===== src/rtl/shift_seq_ctrl.sv =====
// Shift sequencer: accepts one {dir, amt} command from IDLE, issues a one-cycle
// operand load, amt shift strobes (stallable by hold), then a done pulse.
//
// state   | meaning
// --------+--------------------------------------------------------------
// S_IDLE  | waiting for start; dir/amt captured on the accepting edge
// S_LOAD  | load_en asserted for one cycle; hold has no effect here
// S_SHIFT | shift_en = ~hold; count decrements on every unstalled cycle
// S_DONE  | done asserted for one cycle, then back to S_IDLE
module shift_seq_ctrl #(
  parameter int CNT_W = 4
) (
  input  logic             clk,
  input  logic             rst,
  input  logic             start,
  input  logic             dir,
  input  logic [CNT_W-1:0] amt,
  input  logic             hold,
  output logic             load_en,
  output logic             shift_en,
  output logic             left,
  output logic             right,
  output logic             busy,
  output logic             done,
  output logic [CNT_W-1:0] cnt
);

  typedef enum logic [1:0] {
    S_IDLE  = 2'b00,
    S_LOAD  = 2'b01,
    S_SHIFT = 2'b10,
    S_DONE  = 2'b11
  } state_t;

  localparam logic [CNT_W-1:0] CNT_ZERO = '0;
  localparam logic [CNT_W-1:0] CNT_ONE  = CNT_W'(1);

  state_t           r_state;
  state_t           w_state_nxt;
  logic             r_dir;
  logic             w_dir_nxt;
  logic [CNT_W-1:0] r_cnt;
  logic [CNT_W-1:0] w_cnt_nxt;
  logic             w_cnt_zero;
  logic             w_cnt_last;

  assign w_cnt_zero = (r_cnt == CNT_ZERO);
  assign w_cnt_last = (r_cnt == CNT_ONE);

  always_ff @(posedge clk) begin
    if (rst) begin
      r_state <= S_IDLE;
      r_dir   <= 1'b0;
      r_cnt   <= CNT_ZERO;
    end else begin
      r_state <= w_state_nxt;
      r_dir   <= w_dir_nxt;
      r_cnt   <= w_cnt_nxt;
    end
  end

  always_comb begin
    w_state_nxt = r_state;
    w_dir_nxt   = r_dir;
    w_cnt_nxt   = r_cnt;
    load_en     = 1'b0;
    shift_en    = 1'b0;
    done        = 1'b0;
    case (r_state)
      S_IDLE: begin
        if (start) begin
          w_state_nxt = S_LOAD;
          w_dir_nxt   = dir;
          w_cnt_nxt   = amt;
        end
      end
      S_LOAD: begin
        load_en     = 1'b1;
        w_state_nxt = w_cnt_zero ? S_DONE : S_SHIFT;
      end
      S_SHIFT: begin
        shift_en = ~hold;
        if (!hold) begin
          // Zero guard keeps the count from wrapping if SHIFT is ever entered empty.
          if (!w_cnt_zero) begin
            w_cnt_nxt = r_cnt - CNT_ONE;
          end
          if (w_cnt_last || w_cnt_zero) begin
            w_state_nxt = S_DONE;
          end
        end
      end
      S_DONE: begin
        done        = 1'b1;
        w_state_nxt = S_IDLE;
      end
      default: begin
        w_state_nxt = S_IDLE;
      end
    endcase
  end

  assign left  = shift_en & r_dir;
  assign right = shift_en & ~r_dir;
  assign busy  = (r_state != S_IDLE);
  assign cnt   = r_cnt;

endmodule


===== config.mk =====
export PLATFORM = sky130hd
export DESIGN_NAME = shift_seq_ctrl
export DESIGN_NICKNAME = d
export VERILOG_FILES = /design/src/rtl/shift_seq_ctrl.sv
export SDC_FILE = /design/constraint.sdc
export NUM_CORES = 1
export LEC_CHECK = 0
export CORE_UTILIZATION = 43
export DETAILED_ROUTE_END_ITERATION = 8
export PLACE_DENSITY = 0.76
export SYNTH_ARGS = -nofsm -noshare
export SYNTH_HDL_FRONTEND = slang
export SYNTH_SLANG_ARGS = --single-unit

===== constraint.sdc =====
create_clock -name clk -period 2.3 [get_ports clk]
set_input_delay 0.23 -clock clk [delete_from_list [all_inputs] [get_ports clk]]
set_output_delay 0.23 -clock clk [all_outputs]
set_load 0.1 [all_outputs]

==> results.py, run 1 <==
metrics = {
    "yosys": {
        "syn_area_um2": 559,
        "ys_seq_area_frac": 0.251,
        "synthesis.instances": 67,
        "synth_edf_count": 0,
        "synth-seq-cells": 7,
        "synth_top_area_frac": 0.251,
        "synth_cell_types": 26,
        "yosys-top-cells-area": "dfxtp_1, ha_1, a21oi_1",
        "synth_top_area_cell": "dfxtp_1",
        "synth_area_per_cell_um2": 8.35,
        "async_flop_share": 0,
        "synth-main-ff-cell": "dfxtp_1",
        "synth_commonest_cells": "a21oi_1, dfxtp_1, ha_1, inv_1",
        "ys_warn_count": 0,
        "synth_fp_nets": 82,
    },
    "critical_path": {
        "cp.required_ns": 2.47,
        "startpoint": "r_state[0]",
        "r2r-end": "cnt[2]",
        "regToRegSetupSlack_ns": 0.33,
        "r2r_start": "r_state[0]",
        "endpoint_kind": "flip-flop",
        "critPathLaunchType": "flip-flop",
        "crit_chain": "inv_1 -> ha_1 -> nor4bb_4 -> a2111oi_4 -> a21oi_1 -> a211oi_1",
        "cpPeakStageDelay_ns": 0.54,
        "critPathKind": "reg -> reg",
        "path_max_fanout": 10,
        "ff2ff_path_depth": 6,
        "worstPathArrival_ns": 2.14,
        "cpMaxStageDelayCell": "a2111oi_4",
    },
    "min_path": {
        "min_from": "r_dir",
        "hold_depth": 2,
        "hold_path.class": "reg -> reg",
        "min_to": "r_dir",
    },
    "grt": {
        "grt_pass1_vias": 480,
        "grt_pass1_wl_mm": 1.96,
        "grt_max_degree": 11,
        "grt-ovfl-total": 0,
        "grt_util_all_layers": 0.201,
        "grt_antenna_before_repair": 0,
    },
    "timing": {
        "rsz0062_at_grt": "no",
        "max_freq_mhz": 507,
        "slew_headroom": 0.660,
        "min_period_ns": 1.97,
        "timing.final.hold_violations": 0,
        "min_period_over_period": 0.858,
        "skew_ns": 0.00112,
        "drv_slew": 0,
        "final-setup-viol-count": 0,
        "worst_pin_slew_ns": 0.509,
    },
    "placed_design": {
        "port_buffers": 18,
        "place.detailed.hpwl_um": 839,
        "gp_congestion": 0.760,
    },
    "drt": {
        "drt_iter0_drc": 15,
        "vias_per_cell": 5.01,
        "dr.pass1.iters": 4,
        "wl_per_cell_um": 10.9,
        "num_vias": 501,
        "antenna_left": 0,
        "drt_wl_total_mm": 1.09,
        "drc": 0,
    },
    "clock_tree": {
        "htreeDepth": 1,
        "numCtsBuffers": 3,
        "clockBufferDepth": 2,
        "holdBufCountCts": 0,
        "clk_latency_ns": 0.25,
        "path_clk_slew_ns": 0.05,
        "tritoncts": "done",
        "clockRootBuffer": "clkbuf_4",
        "post_cts_buffers": 0,
        "post_cts_resized": 0,
        "clock_sinks": 7,
    },
    "floorplan": {
        "ioPinCount": 19,
        "die_x_um": 38.1,
        "die_h_um": 38.1,
        "coreArea_mm2": 0.00116,
        "dieArea_mm2": 0.00145,
        "rows": 12,
        "start_util": 0.484,
    },
    "final_layout": {
        "final_util": 0.690,
        "nets": 102,
        "syn_to_final_growth_pct": 42.7,
        "drive_gt1_frac": 0.279,
        "diodes": 0,
    },
    "status": {
        "status": "finished clean",
    },
    "job": {
        "maxCapViolCount": 0,
    },
}
state kept, by name, indices dropped and copies added, names as in the netlist:
register  flops
cnt           4
r_dir         1
r_state       2
layout by cell type, fill, tap and decap left out, drive strengths merged:
master / n
nor4: 1
dfxtp: 7
nand2: 3
a21o: 1
clkdlybuf4s50: 8
mux2i: 1
nor4bb: 1
a2111oi: 1
nor2: 5
and2: 1
a21oi: 7
inv: 6
o31ai: 2
nand3: 5
a211oi: 1
a211o: 1
a31o: 2
buf: 11
nor2b: 3
o31a: 1
nand2b: 2
mux2: 1
clkbuf: 4
o21ai: 5
ha: 6
per-stage QoR:
stage | hold WS, ns | cell area [um^2] | TNS [ns] | setup WS [ns] | std cells
after floorplan | 0.378 | 578 | -0.190 | -0.128 | 67
after CTS | 0.519 | 798 | 0 | 0.332 | 100
after global placement | 0.492 | 772 | 0 | 0.411 | 96
final | 0.517 | 798 | 0 | 0.327 | 100
after global routing | 0.536 | 798 | 0 | 0.125 | 100
after detailed placement | 0.508 | 772 | 0 | 0.350 | 96
area by class of cell:
cell class | instances | area [um^2]
Timing Repair Buffer | 19 | 200
Inverter | 6 | 22.5
Tap cell | 14 | 17.5
Sequential cell | 7 | 143
Fill cell | 91 | 358
Multi-Input combinational cell | 50 | 389
Clock buffer | 4 | 26.3
worst max-delay path, delay by kind of cell (launching register included):
family          cells  cell delay [ns]
flops               1             0.37
fa+ha+maj           1             0.33
simple gates        1             0.23
compound gates      3             0.88
buf+inv             1             0.09
worst max-delay path by stage:
| stage | endpoint | depth (start not counted) |
|---|---|---|
| global route | cnt[2] | 6 |
| global placement | cnt[2] | 6 |
| finish | cnt[2] | 6 |
| detailed placement | cnt[2] | 6 |
| floorplan | right | 6 |
| CTS | cnt[2] | 6 |
routing by layer:
layer  vias to the layer above  track usage  part of all wire
met2                        16        0.301              0.43
met3                         0        0.105             0.067
met5                         -            0                 0
li1                        274            -                 -
met1                       211        0.239              0.51
met4                         0       0.0804                 0
kinds of logic after synthesis:
family	count (synthesis)	synth area share
buffers and inverters	10	0.0828
DFF	7	0.251
muxes	2	0.0380
AOI/OAI and AO/OA	21	0.273
and+or+nand+nor	21	0.221
adders and majority gates	6	0.134
Power of run 1 is not shown: default switching activity piles up to over one toggle a cycle in this logic, so the estimate is an artifact.
==> run 2, diff against run 1 <==
--- a/config.mk
+++ b/config.mk
@@ -10,2 +10,4 @@
 export PLACE_DENSITY = 0.76
+export SETUP_SLACK_MARGIN = 0.3
+export SKIP_CTS_REPAIR_TIMING = 1
 export SYNTH_ARGS = -nofsm -noshare
==> constraint.sdc (replaced) <==
create_clock -name clk -period 2.3 [get_ports clk]
set_input_delay 0.345 -clock clk [delete_from_list [all_inputs] [get_ports clk]]
set_output_delay 0.345 -clock clk [all_outputs]
set_load 0.1 [all_outputs]
==> run 2 against run 1 <==
Effect of this change: flip-flop and latch count is the same; global-route usage down 2.5 points; register-to-register slack better by 0.19 ns; first-iteration DRC count decreased by 33%; clock skew grew 0.0026 ns; cell count fell by 1.0%; routed wire length fell by 0.83%; design area up 1.9%; fmax increased by 7.0%; utilization grew 1.3 points; worst hold slack worse by 0.0085 ns; non-clock buffer count fell by 1.
==> results.py, run 2 (synthesis gave the netlist of run 1 again) <==
metrics = {
    "placed_design": {
        "post-place-ws_ns": 0.400,
        "port_buffers": 18,
        "dp_cells": 95,
        "gp_congestion": 0.780,
        "place.detailed.hpwl_um": 827,
    },
    "grt": {
        "grt_antenna_before_repair": 0,
        "grt_max_degree": 18,
        "grt-ovfl-total": 0,
        "grt_pass1_wl_mm": 1.75,
        "grt_util_all_layers": 0.176,
        "grt_pass1_vias": 425,
    },
    "drt": {
        "drt_iter0_drc": 10,
        "drt_wl_total_mm": 1.08,
        "wl_per_cell_um": 10.9,
        "drc": 0,
        "antenna_left": 0,
        "dr.pass1.iters": 4,
        "vias_per_cell": 5.21,
        "num_vias": 516,
    },
    "timing": {
        "drv_slew": 0,
        "skew_ns": 0.00368,
        "min_period_over_period": 0.801,
        "slew_headroom": 0.682,
        "final-setup-viol-count": 0,
        "layout_setup_ws_ns": 0.457,
        "rsz0062_at_grt": "no",
        "setup_tns_ns": 0,
        "timing.final.hold_violations": 0,
        "max_freq_mhz": 543,
        "min_period_ns": 1.84,
        "worst_pin_slew_ns": 0.477,
    },
    "critical_path": {
        "cpMaxStageDelayCell": "dfxtp_2",
        "critPathKind": "reg -> out",
        "cp_common_cell": "nor2b_4",
        "endpoint_kind": "primary output",
        "path_max_fanout": 17,
        "critPathTopFamily": "simple AND/OR/NAND/NOR gates",
        "r2r-end": "cnt[2]",
        "ff2ff_path_depth": 6,
        "cp.required_ns": 1.96,
        "regToRegSetupSlack_ns": 0.52,
        "cpPeakStageDelay_ns": 0.34,
        "critPathBufInv": 2,
        "r2r_start": "cnt[0]",
        "critPathLaunchType": "flip-flop",
        "worstPathArrival_ns": 1.50,
        "crit_chain": "inv_2 -> ha_4 -> nor2b_4 -> nor2b_4 -> buf_12",
    },
    "floorplan": {
        "start_util": 0.484,
        "ioPinCount": 19,
        "rows": 12,
        "coreArea_mm2": 0.00116,
        "die_x_um": 38.1,
        "dieArea_mm2": 0.00145,
        "die_h_um": 38.1,
    },
    "clock_tree": {
        "clock_sinks": 7,
        "path_clk_slew_ns": 0.06,
        "clockBufferDepth": 2,
        "clockRootBuffer": "clkbuf_4",
        "tritoncts": "done",
        "htreeDepth": 1,
        "numCtsBuffers": 3,
        "clk_latency_ns": 0.25,
    },
    "min_path": {
        "hold_path.class": "reg -> reg",
        "min_from": "r_dir",
        "hold_depth": 2,
        "min_to": "r_dir",
    },
    "final_layout": {
        "fillers": 93,
        "layout_common_cells": "clkdlybuf4s50_1, a21oi_1, buf_4",
        "diodes": 0,
        "final_common_cell": "clkdlybuf4s50_1",
        "drive_gt1_frac": 0.341,
        "largest_register_ffs": 4,
        "final_util": 0.703,
        "nets": 101,
        "syn_to_final_growth_pct": 45.4,
        "final_cells": 99,
    },
    "job": {
        "maxCapViolCount": 0,
    },
    "status": {
        "status": "finished clean",
    },
}
[run 2: per-layer routing]
metal / GRT usage / up-vias / part of all wire / wire [um]
met2: 0.271 / 13 / 0.45 / 484
met3: 0.0174 / 2 / 0.042 / 45
met5: 0 / - / 0 / 0
met1: 0.233 / 228 / 0.50 / 540
met4: 0.107 / 0 / 0.0074 / 8
li1: - / 273 / - / -
[run 2: area by class of cell]
type | count | area (um^2) | area share
multi-input combinational | 50 | 402 | 0.494
timing repair buffer | 18 | 193 | 0.237
inverter | 6 | 22.5 | 0.0277
clock buffer | 4 | 26.3 | 0.0323
sequential | 7 | 153 | 0.188
tap | 14 | 17.5 | 0.0215
[run 2: worst max path at each step]
stage,start,endpoint,cells past startpoint
6_report,r_state[0],right,5
4_1_cts,r_state[0],right,5
3_3_place_gp,hold,cnt[2],4
2_1_floorplan,r_state[0],right,6
5_1_grt,r_state[0],right,5
3_5_place_dp,hold,cnt[2],4
[run 2: per-stage QoR]
| stage | hold WS, ns | cell area [um^2] |
|---|---|---|
| after CTS | 0.513 | 813 |
| after global routing | 0.541 | 813 |
| after global placement | 0.492 | 787 |
| after floorplan | 0.479 | 611 |
| final | 0.508 | 813 |
| after detailed placement | 0.504 | 787 |
[run 2: worst reg2reg max path, delay by kind of cell (launching register included)]
kind | cells | cell delay, ns
buf+inv | 1 | 0.06
flops | 1 | 0.37
simple gates | 1 | 0.18
fa+ha+maj | 1 | 0.25
compound gates | 3 | 0.85
Power of run 2 is left out for the same reason.
==> run 3, diff against run 2 <==
- CORE_UTILIZATION: 43 -> 39
- PLACE_DENSITY: 0.76 -> 0.73
- clock period: 2.3 -> 1.6 ns (I/O delays scaled with it)
==> run 3 against run 2 <==
Effect of this change: the run now ends with setup timing left; routed wire length is 53% higher; via count increased by 17%; critical path depth unchanged; design area grew 30%; sequential share of layout area shrank 4.1 points; global-route usage up 5.2 points; worst hold slack better by 0.0082 ns; first-iteration DRC count grew to 2.8 times the previous value; flip-flop and latch count is the same; worst setup slack worse by 0.52 ns; register-to-register slack got worse by 0.59 ns; clock skew increased by 0.0046 ns; largest cell class unchanged.
==> results.py, run 3 (synthesis gave the netlist of run 1 again) <==
metrics = {
    "status": {
        "status": "finished, violations left",
        "violations": "setup timing",
    },
    "critical_path": {
        "r2r_start": "r_state[1]",
        "ff2ff_path_depth": 7,
        "critPathLaunchType": "flip-flop",
        "cp.required_ns": 1.36,
        "path_max_fanout": 8,
        "endpoint_kind": "primary output",
        "r2r-end": "cnt[3]",
        "regToRegSetupSlack_ns": -0.07,
        "critPathKind": "reg -> out",
        "worstPathArrival_ns": 1.43,
    },
    "floorplan": {
        "die_x_um": 39.9,
        "coreArea_mm2": 0.00132,
        "dieArea_mm2": 0.00159,
        "ioPinCount": 19,
        "start_util": 0.425,
        "rows": 13,
        "die_h_um": 39.9,
    },
    "drt": {
        "vias_per_cell": 5.32,
        "drt_iter0_drc": 28,
        "dr.pass1.iters": 4,
        "wl_per_cell_um": 14.4,
        "drt_wl_total_mm": 1.65,
        "antenna_left": 0,
        "num_vias": 606,
        "drc": 0,
    },
    "placed_design": {
        "place.detailed.hpwl_mm": 1.20,
        "post-place-ws_ns": -0.103,
        "port_buffers": 18,
        "gp_congestion": 0.755,
    },
    "timing": {
        "hold_ws_ns": 0.517,
        "drv_slew": 0,
        "layout_setup_ws_ns": -0.0676,
        "rsz0062_at_grt": "yes",
        "setup_tns_ns": -0.212,
        "slew_headroom": 0.700,
        "skew_ns": 0.00826,
        "worst_pin_slew_ns": 0.450,
        "final-setup-viol-count": 5,
        "timing.final.hold_violations": 0,
        "max_freq_mhz": 600,
        "min_period_over_period": 1.04,
        "min_period_ns": 1.67,
    },
    "job": {
        "maxCapViolCount": 0,
    },
    "grt": {
        "grt_max_degree": 10,
        "grt-ovfl-total": 0,
        "grt_antenna_before_repair": 0,
        "grt_pass1_wl_mm": 2.30,
        "grt_pass1_vias": 524,
        "grt_util_all_layers": 0.228,
    },
    "final_layout": {
        "layout_common_cells": "buf_4, buf_12, clkdlybuf4s50_1",
        "drive_gt1_frac": 0.515,
        "largest_register_ffs": 4,
        "nets": 115,
        "syn_to_final_growth_pct": 89.5,
        "final_common_cell": "buf_4",
        "final_util": 0.804,
        "diodes": 0,
    },
    "clock_tree": {
        "path_clk_slew_ns": 0.05,
        "clock_sinks": 7,
        "clockRootBuffer": "clkbuf_4",
        "clockBufferDepth": 2,
        "clk_latency_ns": 0.27,
        "tritoncts": "done",
        "htreeDepth": 1,
        "numCtsBuffers": 3,
    },
    "min_path": {
        "min_from": "r_state[1]",
        "hold_depth": 2,
        "hold_path.class": "reg -> reg",
        "min_to": "r_state[1]",
    },
}
run 3: cell types whose count changed in the layout (fill, tap and decap cells not counted), moves of 2 or more:
cell,delta
inv_4,+2
buf_6,+2
buf_12,+7
buf_4,+5
inv_1,-3
ha_1,-3
ha_4,+2
run 3: critical path, cell delays in order, from the launching register on:
cell	delay, ns
dfxtp_2	0.35
buf_6	0.11
ha_4	0.17
nor2b_4	0.18
nor2b_4	0.17
buf_12	0.18
run 3: metal layers:
metal / global-route usage / routed length (um) / share of wire
met5: 0 / 0 / 0
met2: 0.395 / 851 / 0.52
met4: 0.0776 / 51 / 0.031
met1: 0.247 / 665 / 0.40
met3: 0.0852 / 77 / 0.047
run 3: stage by stage:
stage / std cells / instance area [um^2]
floorplan: 67 / 634
global placement: 108 / 990
detailed placement: 108 / 990
CTS: 112 / 1020
global route: 114 / 1060
finish: 114 / 1060
run 3: worst max-delay path by stage:
| stage | from | to | slack, ns | cells after the start |
|---|---|---|---|---|
| after floorplan | r_state[0] | right | -0.61 | 6 |
| after global placement | start | cnt[3] | -0.04 | 6 |
| after detailed placement | start | cnt[3] | -0.10 | 6 |
| after CTS | r_state[1] | right | -0.08 | 5 |
| after global routing | r_state[1] | cnt[3] | -0.16 | 7 |
| final | r_state[1] | right | -0.07 | 5 |
run 3: final cells by class:
class,count,area [um^2]
sequential,7,155
inverter,6,31.3
multi-input combinational,50,435
timing repair buffer,32,393
fill,82,258
tap,15,18.8
clock buffer,4,26.3
Power of run 3 is left out for the same reason.
